--- config.mk ---
export PLATFORM = sky130hd
export DESIGN_NAME = ls161_seq_ctrl
export DESIGN_NICKNAME = d
export VERILOG_FILES = /design/src/rtl/ls161_seq_ctrl.sv
export SDC_FILE = /design/constraint.sdc
export NUM_CORES = 1
export LEC_CHECK = 0
export ABC_AREA = 1
export CORE_ASPECT_RATIO = 1.25
export CORE_UTILIZATION = 45
export DETAILED_ROUTE_END_ITERATION = 8
export PLACE_DENSITY = 0.74
export SLEW_MARGIN = 15
export SYNTH_ARGS = -nofsm -noshare
export SYNTH_HDL_FRONTEND = slang
export SYNTH_SLANG_ARGS = --single-unit
--- constraint.sdc ---
create_clock -name CP -period 1.9 [get_ports CP]
set_input_delay 0.38 -clock CP [delete_from_list [all_inputs] [get_ports CP]]
set_output_delay 0.38 -clock CP [all_outputs]
set_load 0.05 [all_outputs]
--- src/rtl/ls161_seq_ctrl.sv ---
// Sequencing controller for a 74LS161-style counter: drives Ld/D/CTT/CTP to form a
// preset-to-terminal modulo counter, counts completed periods and checks Q feedback.
module ls161_seq_ctrl (
    input  logic       CP,
    input  logic       CR,
    input  logic       start,
    input  logic       stop,
    input  logic       load_req,
    input  logic [3:0] preset,
    input  logic [3:0] term,
    input  logic [7:0] target_wraps,
    input  logic [3:0] Q_in,
    output logic       Ld,
    output logic [3:0] D,
    output logic       CTT,
    output logic       CTP,
    output logic [7:0] wrap_cnt,
    output logic       busy,
    output logic       done,
    output logic       err
);
    localparam int unsigned CNT_W  = 4;
    localparam int unsigned WRAP_W = 8;

    localparam logic [2:0] ST_IDLE  = 3'd0;
    localparam logic [2:0] ST_LOAD  = 3'd1;
    localparam logic [2:0] ST_RUN   = 3'd2;
    localparam logic [2:0] ST_PAUSE = 3'd3;
    localparam logic [2:0] ST_DONE  = 3'd4;

    logic [2:0]        state_q, state_d;
    logic [CNT_W-1:0]  s_q, s_d;
    logic [CNT_W-1:0]  preset_q, preset_d;
    logic [CNT_W-1:0]  term_q, term_d;
    logic [WRAP_W-1:0] target_q, target_d;
    logic [WRAP_W-1:0] wrap_q, wrap_d;
    logic              err_q, err_d;
    logic              ld_q, ld_d;
    logic              ctt_q, ctt_d;
    logic              ctp_q, ctp_d;
    logic              busy_q, busy_d;
    logic              done_q, done_d;
    logic              at_term;
    logic              latch_cfg;
    logic              clear_run;

    // Next-state, shadow count and registered-output computation.
    always_comb begin
        state_d   = state_q;
        s_d       = s_q;
        preset_d  = preset_q;
        term_d    = term_q;
        target_d  = target_q;
        wrap_d    = wrap_q;
        err_d     = err_q;
        latch_cfg = 1'b0;
        clear_run = 1'b0;
        at_term   = (s_q == term_q);

        case (state_q)
            ST_IDLE: begin
                if (start) begin
                    state_d   = ST_LOAD;
                    latch_cfg = 1'b1;
                    clear_run = 1'b1;
                end
            end
            ST_LOAD: begin
                state_d = ST_RUN;
                s_d     = preset_q;
            end
            ST_RUN: begin
                // Shadow follows the counter on every RUN edge, whatever the next state.
                if (at_term) begin
                    s_d    = preset_q;
                    wrap_d = wrap_q + WRAP_W'(1);
                end else begin
                    s_d = s_q + CNT_W'(1);
                end
                if (stop) begin
                    state_d = ST_PAUSE;
                end else if (load_req) begin
                    state_d   = ST_LOAD;
                    latch_cfg = 1'b1;
                end else if (at_term && (target_q != '0) && (wrap_d == target_q)) begin
                    state_d = ST_DONE;
                end
            end
            ST_PAUSE: begin
                if (stop) begin
                    state_d = ST_PAUSE;
                end else if (load_req) begin
                    state_d   = ST_LOAD;
                    latch_cfg = 1'b1;
                end else if (start) begin
                    state_d = ST_RUN;
                end
            end
            ST_DONE: begin
                if (start) begin
                    state_d   = ST_LOAD;
                    latch_cfg = 1'b1;
                    clear_run = 1'b1;
                end
            end
            default: state_d = ST_IDLE;
        endcase

        if (latch_cfg) begin
            preset_d = preset;
            term_d   = term;
            target_d = target_wraps;
        end
        if (clear_run) begin
            wrap_d = '0;
            err_d  = 1'b0;
        end
        if (((state_q == ST_RUN) || (state_q == ST_PAUSE)) && (Q_in != s_q)) begin
            err_d = 1'b1;
        end

        // Outputs are derived from the post-edge state so they can be registered.
        ld_d   = ~((state_d == ST_LOAD) || ((state_d == ST_RUN) && (s_d == term_d)));
        ctt_d  = (state_d == ST_RUN) || (state_d == ST_PAUSE);
        ctp_d  = (state_d == ST_RUN);
        busy_d = (state_d == ST_LOAD) || (state_d == ST_RUN) || (state_d == ST_PAUSE);
        done_d = (state_d == ST_DONE);
    end

    always_ff @(posedge CP or negedge CR) begin
        if (!CR) begin
            state_q  <= ST_IDLE;
            s_q      <= '0;
            preset_q <= '0;
            term_q   <= '0;
            target_q <= '0;
            wrap_q   <= '0;
            err_q    <= 1'b0;
            ld_q     <= 1'b1;
            ctt_q    <= 1'b0;
            ctp_q    <= 1'b0;
            busy_q   <= 1'b0;
            done_q   <= 1'b0;
        end else begin
            state_q  <= state_d;
            s_q      <= s_d;
            preset_q <= preset_d;
            term_q   <= term_d;
            target_q <= target_d;
            wrap_q   <= wrap_d;
            err_q    <= err_d;
            ld_q     <= ld_d;
            ctt_q    <= ctt_d;
            ctp_q    <= ctp_d;
            busy_q   <= busy_d;
            done_q   <= done_d;
        end
    end

    assign Ld       = ld_q;
    assign D        = preset_q;
    assign CTT      = ctt_q;
    assign CTP      = ctp_q;
    assign wrap_cnt = wrap_q;
    assign busy     = busy_q;
    assign done     = done_q;
    assign err      = err_q;

endmodule

==> results of run 1 <==
where the power goes:
group          internal, mW  total (mW)  switching (mW)
logic                  1.66        4.05            2.40
registers              1.13        1.38           0.251
clock network         0.328       0.622           0.294
registers in the layout, indices dropped and copies added (netlist names), 3 cells and up:
signal,cells
s_q,4
state_q,3
wrap_cnt,8
D,4
target_q,8
term_q,4
synthesized netlist by cell type (all sizes together):
master and number:
nand2 95, inv 51, dfrtp 36, nand3 29, o21ai 25, nor2 16
o22ai 8, xor2 8, a21oi 6, buf 4, xnor2 3, clkbuf 2
ha 2, nand4 2, nor3 2, o31ai 2, or2 2, a211oi 1
a31o 1, clkinv 1, dfstp 1, nor4 1, o211ai 1, o21bai 1
cell type report:
class | instances | area share
Sequential cell | 37 | 0.2911
Inverter | 52 | 0.06252
Clock inverter | 1 | 0.001563
Clock buffer | 7 | 0.03009
Tap cell | 60 | 0.02345
Timing Repair Buffer | 81 | 0.2208
Multi-Input combinational cell | 205 | 0.3705
metrics by stage:
| stage | hold slack [ns] | area (um^2) |
|---|---|---|
| 5_1_grt | 0.1723 | 3202 |
| 6_report | 0.1207 | 3202 |
| 2_1_floorplan | 0.08441 | 2206 |
| 3_5_place_dp | 0.4633 | 2849 |
| 4_1_cts | 0.1426 | 3069 |
| 3_3_place_gp | 0.4603 | 2849 |
kinds of logic after synthesis:
kind of cell,Yosys count
fa+ha+maj,2
flops,37
buf+inv,58
compound gates,45
simple gates,147
xor+xnor,11
final timing paths:
kind                       slack [ns]             start                      end  cells past startpoint
min in group CP                  0.51   err$_DFFE_PN0P_          err$_DFFE_PN0P_                      2
max in group asynchronous        1.42                CR  wrap_cnt[0]$_DFFE_PN0P_                      2
setup reg to reg                -0.11  s_q[2]$_DFF_PN0_             Ld$_DFF_PN1_                     19
setup / recovery                -0.11  s_q[2]$_DFF_PN0_             Ld$_DFF_PN1_                     19
hold reg to reg                  0.51   err$_DFFE_PN0P_          err$_DFFE_PN0P_                      2
hold / removal                   0.12                CR     state_q[2]$_DFF_PN0_                      2
per-layer routing:
metal | wire (um) | vias up | GRT usage
met4 | 173 | 0 | 0.1133
met2 | 3287 | 47 | 0.4526
li1 | - | 1114 | -
met3 | 165 | 15 | 0.04286
met5 | 0 | - | 0
met1 | 2284 | 1053 | 0.2653
repair_timing:
item / in CTS / in global routing
setup buffers: 6 / 4
endpoints found under the setup margin: 2 / 7
resized for setup: 19 / 35
pin swaps: 11 / 18
==> reports/qor.txt, run 1 <==
Num CTS Buffers - 5
setup TNS - -0.4521 ns
hold_buf cts - 0
Slew Limit Fails - 0
I/O pin count - 43
simple-gate share of the synthesized area - 0.2983
top cells by area, synth - dfrtp_1 41%, nand2_1 15%, inv_1 8.2%
Remaining DRCs - 0
DP Cell Count - 425
slew margin rel. - 0.6675
Buf+Inv Stages, Crit Path - 4
Post-Route WL - 5910 um
final cell count without fillers - 443
Fillers - 405
core area - 0.004695 mm^2
CP startpoint kind - flop
final setup fails - 7
Tot Pwr - 6.054 mW
cells after synthesis - 300
CTS tree - done
crit-path cells - inv_2 -> nand2_2 -> nand2_2 -> nor2_4 -> nand2_4 -> buf_12 -> nand2_4 -> nand2_4 -> nand2_2 -> nand2_2 -> inv_2 -> nand2_2 -> nor2_4 -> nand3_2 -> nand2_4 -> nand2_4 -> nand3_2 -> nand2_2 -> inv_2
Synth Area in XOR/XNOR - 0.04400
Vias - 2,229
failing checks - setup timing
post-synth top area cell - dfrtp_1
final core occ - 0.6820
peak fanout along the critical path - 7
1st-pass router iterations - 4
Post-DP HPWL - 4177 um
layout cells sized above 1 - 0.3133
Reg clk slew, reported paths - 0.08 ns
Critical-path top delay cell - dfrtp_1
commonest cells after routing, fill and taps aside - 71 x nand2_1, 46 x buf_4, 44 x inv_1, 32 x dfrtp_1, 28 x clkdlybuf4s50_1
period utilization - 1.059
post-route setup slack - -0.1126 ns
CP top delay family - simple AND/OR/NAND/NOR gates
Worst Setup Path Type - flop to flop
Multi-input gate area - 0.001186 mm^2
routed length per instance - 13.34 um
clock sinks - 37
yosys warns - 0
worst stage delay on the critical path - 0.40 ns
global-route wire length before repair - 9494 um
Buffers on Ports - 42
Yosys cell types - 32
mux cell area share after synthesis - 0
DR iter-0 viols - 123
die width - 64.39 um
Mapped Area - 0.002190 mm^2
outcome - complete, but fails checks
Hold Crit Class - input pin to async pin
Layout Nets - 409
vias per cell - 5.032
Initial Util - 0.4664
PwrDens - 1891 mW/mm^2
post-synthesis compound-gate area fraction - 0.1166
commonest non-fill, non-tap cell in the layout - nand2_1
Max Root-Sink Buffers - 2
Final Skew - 0.002617 ns
vias in the first global route - 2,153
Final min period - 2.013 ns
Synth top area share - 0.4114
final hold violation count - 0
Worst-Skew Late Latency - 0.30 ns
Chip Height - 79.99 um
antenna violations before repair - 0
LEAKAGE - 1.585 nW
RSZ-0062 raised after global routing - true
Antenna Cells - 0
die area - 0.005151 mm^2
worst slew pin tran - 0.4971 ns
FF+latch area - 932.1 um^2
Synth Area in Adders - 0.01143
Placer Congestion - 0.9286
maximum number of pins on one net before global-route repair - 38
WP data required - 2.15 ns
grt ovf - 0
sequential area share after synthesis - 0.4234
Peak VDD IR - 1.017 mV
H-tree depth - 2
f_max - 0.4969 GHz
maxcap violations - 0
crit path DAT - 2.26 ns
Routed Antenna Nets - 0
post-synthesis sequential element count - 37
largest family of logic cells by synthesized area - simple AND/OR/NAND/NOR gates
setup slack at placement - -0.4315 ns
syn_area_per_cell - 7.299 um^2
cell mode on critical path - nand2_2
floorplan row count - 28
clk root buf - clkbuf_8
Syn-to-layout area delta - 46.23%
Setup crit end kind - flop
Total GRT Usage - 0.2441
Syn Nets - 327
Note: power is estimated with default switching activity, not from simulation.
==> inputs of run 2 (changes only) <==
--- a/config.mk
+++ b/config.mk
@@ -10,6 +10,7 @@
 export CORE_UTILIZATION = 45
 export DETAILED_ROUTE_END_ITERATION = 8
 export PLACE_DENSITY = 0.74
+export SETUP_SLACK_MARGIN = 0.3
 export SLEW_MARGIN = 15
 export SYNTH_ARGS = -nofsm -noshare
 export SYNTH_HDL_FRONTEND = slang
==> run 2 against run 1 <==
Against the previous run:
- the flow still finishes with violations (setup timing)
- highest routed layer unchanged
- global-route usage is 0.62 points higher
- largest cell class unchanged
- critical path depth is 2 lower
- sequential share of layout area is 0.12 points lower
- register-to-register slack hardly changed
- non-clock buffer count is 1 higher
==> reports/qor.txt, run 2 (synthesis results as in run 1) <==
outcome - complete, but fails checks
failing checks - setup timing
Psw - 3.016 mW
period utilization - 1.057
part of the power in the clock network - 0.094
Final Skew - 0.009535 ns
Tot Pwr - 6.087 mW
Slew Limit Fails - 0
Routed Antenna Nets - 0
Placer Congestion - 0.8934
layout cells sized above 1 - 0.3359
WHS - 0.04376 ns
Num CTS Buffers - 5
LEAKAGE - 1.603 nW
Post-DP HPWL - 4347 um
worst stage delay on the critical path - 0.43 ns
core area - 0.004695 mm^2
f_max - 0.4979 GHz
CTS tree - done
worst slew pin tran - 0.5131 ns
final hold violation count - 0
Fillers - 391
vias per cell - 5.227
Remaining DRCs - 0
WP data required - 2.14 ns
vias in the first global route - 2,163
I/O pin count - 43
switch share - 0.4954
setup TNS - -0.4312 ns
die area - 0.005151 mm^2
Final min period - 2.008 ns
H-tree depth - 2
maxcap violations - 0
Buffers on Ports - 42
Worst-Skew Late Latency - 0.30 ns
Syn-to-layout area delta - 47.03%
Post-Route WL - 6083 um
Max Root-Sink Buffers - 2
maximum number of pins on one net before global-route repair - 23
commonest cells after routing, fill and taps aside - 68 x nand2_1, 46 x buf_4, 44 x inv_1, 31 x dfrtp_1, 23 x clkdlybuf4s50_1
RSZ-0062 raised after global routing - true
Vias - 2,321
hold_buf cts - 0
grt ovf - 0
Combinational Power Share - 0.677
Sequential Power Share - 0.229
final setup fails - 7
DR iter-0 viols - 114
CP startpoint kind - flop
crit-path cells - inv_1 -> nand2_1 -> nand2_1 -> nor2_4 -> nand2_4 -> buf_12 -> nand2_4 -> buf_4 -> nand3_1 -> nand3_2 -> nor2_4 -> nand3_2 -> nand2_4 -> nand2_4 -> nand3_2 -> nand2_1 -> inv_1
Setup crit end kind - flop
Total GRT Usage - 0.2503
Chip Height - 79.99 um
peak fanout along the critical path - 6
clk root buf - clkbuf_8
post-route setup slack - -0.1084 ns
commonest non-fill, non-tap cell in the layout - nand2_1
Reg clk slew, reported paths - 0.08 ns
PwrDens - 1891 mW/mm^2
global-route wire length before repair - 9763 um
Hold Crit Class - input pin to async pin
1st-pass router iterations - 4
antenna violations before repair - 0
CP top delay family - simple AND/OR/NAND/NOR gates
slew margin rel. - 0.6579
floorplan row count - 28
Buf+Inv Stages, Crit Path - 4
Critical-path top delay cell - dfrtp_1
Peak VDD IR - 1.015 mV
die width - 64.39 um
routed length per instance - 13.70 um
crit path DAT - 2.25 ns
cell mode on critical path - nand2_4
Pint - 3.071 mW
Worst Setup Path Type - flop to flop
clock sinks - 37
Layout Nets - 410
Antenna Cells - 0
Initial Util - 0.4664
[run 2: changes by cell type in the layout (fill, tap and decap cells not counted), moves of 3 or more]
cell,previous run,this run
clkdlybuf4s50_1,28,23
dlygate4sd2_1,0,4
nand2_1,71,68
nand2_2,17,21
nand3_1,25,20
nand3_2,4,9
o21ai_2,0,3
[run 2: repair_timing]
action                                  in CTS  in global routing
pin swaps                                   10                 14
setup buffers                                6                  7
endpoints found under the setup margin      13                 19
resized for setup                           34                 33
[run 2: layer usage]
metal	wire, um	global-route usage	share of wire	vias to the layer above
li1	-	-	-	1119
met5	0	0	0	-
met1	2288	0.2718	0.38	1117
met3	251	0.05143	0.041	13
met2	3430	0.4695	0.56	72
met4	112	0.09333	0.018	0
[run 2: cell type report]
type	count	area, um^2	area share
clock buffers	8	90.09	0.02798
flip-flops and latches	37	933.4	0.2899
inverters	52	202.7	0.06296
well taps	60	75.07	0.02332
multi-input cells	205	1205	0.3743
repair buffers	82	713.2	0.2215
[run 2: metrics by stage]
step | util | instances | cell area (um^2) | setup slack [ns]
after floorplan | - | 300 | 2213 | 0.03620
after global placement | 0.6053 | 423 | 2841 | -0.2688
after detailed placement | 0.6053 | 423 | 2841 | -0.3835
after CTS | 0.6541 | 437 | 3070 | -0.04950
after global routing | 0.6858 | 444 | 3219 | -0.1952
final | 0.6858 | 444 | 3219 | -0.1084
[run 2: power by group through the flow]
stage,Clock [mW],Sequential [mW],Combinational [mW]
2_1_floorplan,0,1.81,1.79
3_3_place_gp,0,1.38,3.29
3_5_place_dp,0,1.39,3.37
4_1_cts,0.575,1.38,3.72
5_1_grt,0.624,1.43,4.48
6_report,0.574,1.39,4.12
[run 2: path summary, 6_finish.rpt]
check	endpoint	depth (start not counted)	slack (ns)	from
setup / recovery	Ld$_DFF_PN1_	17	-0.11	term_q[0]$_DFF_PN0_
hold / removal	CTP$_DFF_PN0_	1	0.04	CR
setup reg to reg	Ld$_DFF_PN1_	17	-0.11	term_q[0]$_DFF_PN0_
hold reg to reg	err$_DFFE_PN0P_	2	0.51	err$_DFFE_PN0P_
max in group asynchronous	s_q[0]$_DFF_PN0_	2	1.32	CR
min in group CP	err$_DFFE_PN0P_	2	0.51	err$_DFFE_PN0P_
==> inputs of run 3 (changes only) <==
--- a/config.mk
+++ b/config.mk
@@ -9,6 +9,7 @@
 export CORE_ASPECT_RATIO = 1.25
 export CORE_UTILIZATION = 45
 export DETAILED_ROUTE_END_ITERATION = 8
+export GPL_ROUTABILITY_DRIVEN = 1
 export PLACE_DENSITY = 0.74
 export SETUP_SLACK_MARGIN = 0.3
 export SLEW_MARGIN = 15
==> results of run 3 <==
The final DEF is identical to that of run 2; final timing and power are the same.
